## src/rtl/rv_instr_encoder.sv

```systemverilog
// rv_instr_encoder: turns RV32I R-type ALU and B-type branch requests into
// 32-bit instruction words. Each legal word is tagged with a sequential
// instruction-memory address and held in a 2-entry output FIFO. Illegal
// requests are dropped. They raise a one-cycle err pulse and increment a
// saturating error counter.
//
// Handshake: in_valid/in_ready and out_valid/out_ready are strict
// valid/ready pairs. A transfer happens on a rising edge where both are high.
// A valid source keeps its payload stable until the transfer. in_ready and
// out_valid depend only on the registered FIFO count, so there is no
// combinational path from any in_* signal to any out_* signal.
module rv_instr_encoder #(
  parameter logic [31:0] BASE_ADDR = 32'h0000_0000
) (
  input  logic        clk,
  input  logic        rst,
  input  logic        addr_clr,
  input  logic        in_valid,
  output logic        in_ready,
  input  logic        in_kind,
  input  logic [9:0]  in_funct,
  input  logic [4:0]  in_rd,
  input  logic [4:0]  in_rs1,
  input  logic [4:0]  in_rs2,
  input  logic [31:0] in_offset,
  output logic        out_valid,
  input  logic        out_ready,
  output logic [31:0] out_instr,
  output logic [31:0] out_addr,
  output logic        err,
  output logic [7:0]  err_count
);

  // FIFO slot 0 is always the head. Slot 1 is valid only when count is 2.
  logic [1:0]  count_q, count_d;
  logic [31:0] instr0_q, instr0_d, instr1_q, instr1_d;
  logic [31:0] addr0_q, addr0_d, addr1_q, addr1_d;
  logic [31:0] addr_cnt_q, addr_cnt_d;
  logic        err_q, err_d;
  logic [7:0]  err_count_q, err_count_d;
  logic [1:0]  fifo_n;

  logic        r_legal, b_f3_ok, b_off_ok, req_legal;
  logic [12:0] imm;
  logic [31:0] r_word, b_word, enc_word;
  logic        accept, push, pop;

  // R-type legality: the ten {funct7,funct3} codes of the ALU table.
  always_comb begin
    r_legal = 1'b0;
    case (in_funct)
      {7'h00, 3'b000}, // ADD
      {7'h20, 3'b000}, // SUB
      {7'h00, 3'b001}, // SLL
      {7'h00, 3'b010}, // SLT
      {7'h00, 3'b011}, // SLTU
      {7'h00, 3'b100}, // XOR
      {7'h00, 3'b101}, // SRL
      {7'h20, 3'b101}, // SRA
      {7'h00, 3'b110}, // OR
      {7'h00, 3'b111}: // AND
        r_legal = 1'b1;
      default: r_legal = 1'b0;
    endcase
  end

  // A branch offset must be even and fit a 13-bit signed field
  // (-4096..4094). That holds when bits 31..12 are all equal.
  assign b_f3_ok   = (in_funct[2:0] != 3'b010) && (in_funct[2:0] != 3'b011);
  assign b_off_ok  = !in_offset[0] &&
                     ((in_offset[31:12] == 20'h00000) || (in_offset[31:12] == 20'hFFFFF));
  assign req_legal = in_kind ? (b_f3_ok && b_off_ok) : r_legal;

  assign imm      = in_offset[12:0];
  assign r_word   = {in_funct[9:3], in_rs2, in_rs1, in_funct[2:0], in_rd, 7'b0110011};
  assign b_word   = {imm[12], imm[10:5], in_rs2, in_rs1, in_funct[2:0], imm[4:1], imm[11],
                     7'b1100011};
  assign enc_word = in_kind ? b_word : r_word;

  assign in_ready  = (count_q != 2'd2);
  assign out_valid = (count_q != 2'd0);
  assign out_instr = instr0_q;
  assign out_addr  = addr0_q;
  assign err       = err_q;
  assign err_count = err_count_q;

  assign accept = in_valid && in_ready;
  assign push   = accept && req_legal;
  assign pop    = out_valid && out_ready;

  // FIFO next state: pop shifts slot 1 into the head, then a push fills the first free slot.
  always_comb begin
    count_d  = count_q;
    instr0_d = instr0_q;
    instr1_d = instr1_q;
    addr0_d  = addr0_q;
    addr1_d  = addr1_q;
    fifo_n   = count_q;
    if (pop) begin
      instr0_d = instr1_q;
      addr0_d  = addr1_q;
      fifo_n   = fifo_n - 2'd1;
    end
    if (push) begin
      if (fifo_n == 2'd0) begin
        instr0_d = enc_word;
        addr0_d  = addr_cnt_q;
      end else begin
        instr1_d = enc_word;
        addr1_d  = addr_cnt_q;
      end
      fifo_n = fifo_n + 2'd1;
    end
    count_d = fifo_n;
  end

  // Address counter and error bookkeeping. A clear overrides the advance,
  // but a word pushed in the same cycle keeps the old address.
  always_comb begin
    addr_cnt_d  = addr_cnt_q;
    err_d       = accept && !req_legal;
    err_count_d = err_count_q;
    if (push) addr_cnt_d = addr_cnt_q + 32'd4;
    if (addr_clr) addr_cnt_d = BASE_ADDR;
    if (accept && !req_legal && (err_count_q != 8'hFF)) err_count_d = err_count_q + 8'd1;
  end

  // State registers. Reset empties the FIFO immediately.
  always_ff @(posedge clk or posedge rst) begin
    if (rst) begin
      count_q     <= 2'd0;
      instr0_q    <= 32'd0;
      instr1_q    <= 32'd0;
      addr0_q     <= 32'd0;
      addr1_q     <= 32'd0;
      addr_cnt_q  <= BASE_ADDR;
      err_q       <= 1'b0;
      err_count_q <= 8'd0;
    end else begin
      count_q     <= count_d;
      instr0_q    <= instr0_d;
      instr1_q    <= instr1_d;
      addr0_q     <= addr0_d;
      addr1_q     <= addr1_d;
      addr_cnt_q  <= addr_cnt_d;
      err_q       <= err_d;
      err_count_q <= err_count_d;
    end
  end

endmodule

```

## config.mk

```make
export PLATFORM = sky130hd
export DESIGN_NAME = rv_instr_encoder
export DESIGN_NICKNAME = d
export VERILOG_FILES = /design/src/rtl/rv_instr_encoder.sv
export SDC_FILE = /design/constraint.sdc
export NUM_CORES = 1
export LEC_CHECK = 0
export BUFFER_PORTS_ARGS = -buffer_cell sky130_fd_sc_hd__buf_2
export CORE_ASPECT_RATIO = 0.5
export CORE_UTILIZATION = 31
export CTS_CLUSTER_DIAMETER = 80
export CTS_CLUSTER_SIZE = 30
export DETAILED_ROUTE_END_ITERATION = 6
export PLACE_DENSITY_LB_ADDON = 0.1
export SLEW_MARGIN = 0
export SYNTH_ARGS = -nofsm -noshare
export SYNTH_HDL_FRONTEND = slang
export SYNTH_SLANG_ARGS = --single-unit
```

## constraint.sdc

```tcl
create_clock -name clk -period 7.1 [get_ports clk]
set_clock_uncertainty 0.15 [all_clocks]
set_input_delay 1.065 -clock clk [delete_from_list [all_inputs] [get_ports clk]]
set_output_delay 1.065 -clock clk [all_outputs]
set_load 0.03 [all_outputs]
```

* After elaboration in Yosys (flattened, before gate mapping)
Index checks and enable logic that the tools add are counted.
Cells by class: add/subtract/negate cells 4, multipliers 0, divide/modulo/power cells 0, order comparisons 0, equality and inequality tests 14, shift-type cells 0, mux-type cells 13, bitwise gates (word level) 1, reduce and logical (&&, ||, !) cells 18
Operators by type and width (count):
- 32-bit two-way mux | 9
- 10-bit by 3-bit == test with 1-bit output, second input constant | 4
- 32-bit by 3-bit adder with 32-bit output, second input constant | 1
- 10-bit by 2-bit == test with 1-bit output, second input constant | 2
- 10-bit by 9-bit == test with 1-bit output, second input constant | 2
- 20-bit == test, second input constant | 1
- 20-bit zero test | 1
- 10-bit by 1-bit == test with 1-bit output, second input constant | 1
- 10-bit zero test | 1
- 10-bit OR reduction | 1
- 8-bit by 1-bit adder with 8-bit output, second input constant | 1
- 1-bit logical AND | 8
- 8-bit inequality test, second input constant | 1
- 3-bit by 2-bit inequality test with 1-bit output, second input constant | 2
- 2-bit two-way mux | 2
- 2-bit nonzero test | 2
- 2-bit by 1-bit adder with 2-bit output, second input constant | 1
- 1-bit zero test | 2
- 2-bit zero test | 1
- 1-bit two-way mux | 2
- 2-bit inequality test, second input constant | 1
- 2-bit AND reduction | 1
- 2-bit by 1-bit subtractor with 2-bit output, second input constant | 1
- 1-bit logical OR | 1
- 1-bit NOT | 1
Word-level totals: register bits after elaboration 171, bits in latches 0, memory bits (writable) 0, memory bits (read-only) 0, input bits 63, output and inout port bits 75, word-level logic and storage cells 58, memories kept 0

* Logic depth before layout (Yosys ltp)
depth in word-level cells 8, depth in mapped cells 13, depth with buffers taken out 9

* Least setup slack after synthesis
OpenSTA, ideal clock, no wires.
path type input to register, start in out_ready, end reg instr0_q[15], in the netlist out_instr[15], setup time 137 ps, data arrival time 3062 ps, required time 6813 ps, slack 3751 ps, stages on the path 9, path buffers 4, cell sequence nor2b_1 -> clkbuf_1 -> clkbuf_1 -> o21ai_0 -> ha_1 -> o311ai_1 -> clkbuf_1 -> buf_1 -> a21oi_1
Between the ends: cells in the longest elaborated chain, start to end 5, elaborated cells between the ends (all ways) 6, classes of those cells mux (4); reduce/logical (2)
RTL lines:
- from (decl) | line 27 | input logic out_ready,
- 1-bit logical AND (*) | line 89 | assign pop = out_valid && out_ready;
- 2-bit two-way mux | line 99 | if (pop) begin
- 2-bit zero test | line 105 | if (fifo_n == 2'd0) begin
- 32-bit two-way mux | line 105
- 32-bit two-way mux (*) | line 104 | if (push) begin
- via instr0_d[15] | line 36 | logic [31:0] instr0_q, instr0_d, instr1_q, instr1_d;
- to (signal assigned) | line 141 | instr0_q <= instr0_d;
- to (decl) | line 36
The timed path passes the listed nets; every way through them passes the cells marked *. A chain may end at the register's enable or synchronous reset.

* Worst setup path in the final report
start in in_kind, end reg instr1_q[16]
Between the ends: cells in the longest elaborated chain, start to end 3
RTL lines:
- from (decl) | line 20 | input logic in_kind,
- 1-bit two-way mux | line 72 | assign req_legal = in_kind ? (b_f3_ok && b_off_ok) : r_legal;
- 1-bit logical AND | line 88 | assign push = accept && req_legal;
- 2-bit AND reduction (no line)
- to (signal assigned) | line 142 | instr1_q <= instr1_d;
- to (decl) | line 36
Every way passes these cells.

==> impl_metrics.json <==
{
  "start_util_pct": 32.2,
  "worst_path_most_repeated_cell": "nand2_1",
  "synth-adder-area-share_pct": 0.837,
  "cts_buffers": 17,
  "cp.arrival_ns": 3.88,
  "fin_crit_sh_pct": 51.5,
  "synth_common_cells": "nand2_1, dfrtp_1, nor2_1",
  "multi_input_area_sq_mm": 0.00321,
  "power_frac_comb_pct": 19.3,
  "final-max-slew-violation-count": 0,
  "ys.flop_type": "dfrtp_1",
  "gp_congestion": 0.733,
  "setup_ws_ns": 3.45,
  "hp-class": "register to register",
  "yosysWarningCount": 0,
  "root_buffer": "clkbuf_16",
  "fill_cells": 2338,
  "htreeDepth": 4,
  "track_usage_pct": 16.5,
  "grt_pass1_wl_microns": 31800,
  "p_sw_share_pct": 30.7,
  "diodes": 0,
  "area_growth_pct": 20.4,
  "synth.distinct_cells": 39,
  "crit_type": "primary input to register",
  "fin_tns_setup_ns": 0,
  "grt-ovfl-total": 0,
  "numClockSinks": 163,
  "yosysMostFrequentCell": "nand2_1",
  "cp-end-kind": "register",
  "num-nets-final": 978,
  "synth_area_sq_mm": 0.00747,
  "core_sq_mm": 0.0232,
  "setup.worst_path.start_class": "primary input",
  "hold_viol_final": 0,
  "path_delay_family": "simple AND/OR/NAND/NOR gates",
  "die_h_microns": 112,
  "clkPwrFrac_pct": 35.6,
  "drtIter0Drc": 333,
  "synth-xor-area-share_pct": 1.29,
  "finalCriticalPeriod_ns": 3.65,
  "clkLatencyLatePin_ns": 0.43,
  "grt_pass1_vias": 5892,
  "path_buf_inv": 2,
  "die-area_sq_mm": 0.0248,
  "chipWidth_microns": 222,
  "hold_buffers": 0,
  "synth_edf_count": 0,
  "drtAntennaViolNets": 0,
  "synth.avg_cell_area_sq_um": 9.46,
  "grt_start_max_net_pins": 63,
  "clockBufferDepth": 2,
  "remaining_drc_errors": 0,
  "drt_wl_total_microns": 19400,
  "path_cells": "buf_2 > nor4_1 > nand3_1 > a311oi_4 > buf_4 > nand2_1 > nand2_1",
  "status": "completed",
  "critPathMaxStageDelay_ns": 0.81,
  "power_density_mw_per_mm2": 256,
  "p_leak_uw": 0.00472,
  "viasPerCell": 4.76,
  "drive_gt1_share_pct": 21.5,
  "syn-num-nets": 858,
  "rows": 39,
  "p_sw_uw": 705,
  "synth.area.top_cells": "dfrtp_1, nand2_1, mux2i_1",
  "pin_count": 138,
  "internal-power_uw": 1590,
  "vias": 5850,
  "post-cts-setup-buffers": 0,
  "first_pass_iters": 4,
  "wl_per_cell_microns": 15.8,
  "fmax_mhz": 274,
  "worstPathMaxFanout": 25,
  "post_cts_resized": 0,
  "worst_pin_slew_ns": 0.995,
  "antenna_found_initial": 0,
  "place_ws_ns": 3.00,
  "drv_cap": 0,
  "io_buffer_count": 137,
  "hold_ws_ns": 0.319,
  "clk_pin_slew_ns": 0.06,
  "power_frac_seq_pct": 45.1,
  "yosys_register_bits": 163,
  "cts_tree": "built",
  "synth_top_family_by_area": "simple AND/OR/NAND/NOR gates",
  "ys_async_sr_fraction_pct": 100,
  "yosys.area.top_type_share_pct": 54.6,
  "synth_compound_area_share_pct": 9.36,
  "seq_area_sq_mm": 0.00408,
  "irDropWorstVdd_mv": 0.104,
  "setup_viol": 0,
  "rsz0062_at_grt": "no",
  "synth_area_leader_cell": "dfrtp_1",
  "netlist_instances": 790,
  "crit_path_top_delay_cell": "a311oi_4",
  "slew_headroom_pct": 33.1,
  "crit_required_ns": 7.32,
  "synthSimpleGateAreaFrac_pct": 21.2,
  "yosys-mux-area-fraction_pct": 9.58,
  "yosysSeqAreaShare_pct": 54.6,
  "dp_hpwl_microns": 13000
}
[cell families (layout without fill, tap and decap cells)]
family          Yosys count  count (layout)
buf+inv                  62             193
fa+ha+maj                 5               5
flops                   163             163
compound gates          123             123
mux                      70              70
xor+xnor                 11              11
simple gates            356             356
[cells in the final DEF, fill, tap and decap left out, types with 4 or more instances in the layout]
master     count
nand3_1       11
clkbuf_1       4
or3_1          8
o31ai_1        7
nor4_1        13
nor2_1        68
a21o_1         4
nand4_1       10
o21ai_0       44
mux2_2        12
clkbuf_16     17
inv_1         16
ha_1           5
dfrtp_1      163
a21oi_1       59
nor3_1         5
and3_1        12
xor2_1         9
mux2i_1       58
buf_4          9
clkinv_2       7
nor2b_1        9
or4_1          5
nand2b_1       5
buf_2        137
nand2_1      195
[worst reg2reg max path, cell delays in order (launching register included)]
cell,delay [ns]
dfrtp_1,0.37
inv_1,0.07
ha_1,0.25
nor2b_4,0.62
nand2_1,0.11
o21ai_0,0.13
ha_1,0.32
a311o_2,0.50
buf_4,0.55
o21ai_0,0.22
[state kept, by name, indices dropped and copies added, names as in the netlist]
signal,count
addr1_q,30
addr_cnt_q,30
count_q,2
err,1
err_count,8
instr1_q,28
out_addr,32
out_instr,32
[final cells by class]
| cell class | instances | area share [%] |
|---|---|---|
| multi-input combinational | 565 | 35.7 |
| clock buffer | 23 | 5.20 |
| sequential | 163 | 45.3 |
| timing repair buffer | 146 | 8.37 |
| clock inverter | 7 | 0.389 |
| tap | 307 | 4.27 |
| inverter | 17 | 0.765 |
[through the flow]
step,total power [uW],area [sq um],cells,utilization (%)
2_1_floorplan,1350,7470,790,-
3_3_place_gp,1500,8490,1198,36.6
3_5_place_dp,1510,8490,1198,36.6
4_1_cts,2340,9000,1228,38.7
5_1_grt,2420,9000,1228,38.7
6_report,2300,9000,1228,38.7
[layer usage]
| metal | track usage (%) | up-vias | part of all wire [%] |
|---|---|---|---|
| met4 | 5.46 | 0 | 1.4 |
| met3 | 4.83 | 19 | 4.5 |
| met5 | 0 | - | 0 |
| li1 | - | 2919 | - |
| met2 | 25.2 | 98 | 45 |
| met1 | 22.4 | 2814 | 49 |
[power groups by stage]
| stage | sequential [uW] | combinational (uW) | clock (uW) |
|---|---|---|---|
| final | 1040 | 443 | 819 |
| after floorplan | 1130 | 221 | 0 |
| after detailed placement | 1050 | 452 | 0 |
| after global routing | 1050 | 486 | 889 |
| after global placement | 1050 | 446 | 0 |
| after CTS | 1040 | 452 | 846 |
[worst paths after layout]
path | from | to | slack, ns | cells past startpoint
max | in_kind | instr1_q[16] | 3.45 | 7
min | instr1_q[20] | instr1_q[20] | 0.32 | 2
max reg2reg | count_q[0] | addr1_q[7] | 3.67 | 9
min reg2reg | instr1_q[20] | instr1_q[20] | 0.32 | 2
max in group asynchronous | rst | addr1_q[14] | 5.09 | 3
min in group asynchronous | rst | out_addr[0] | 0.54 | 2
Note: power is estimated with default switching activity, not from simulation.
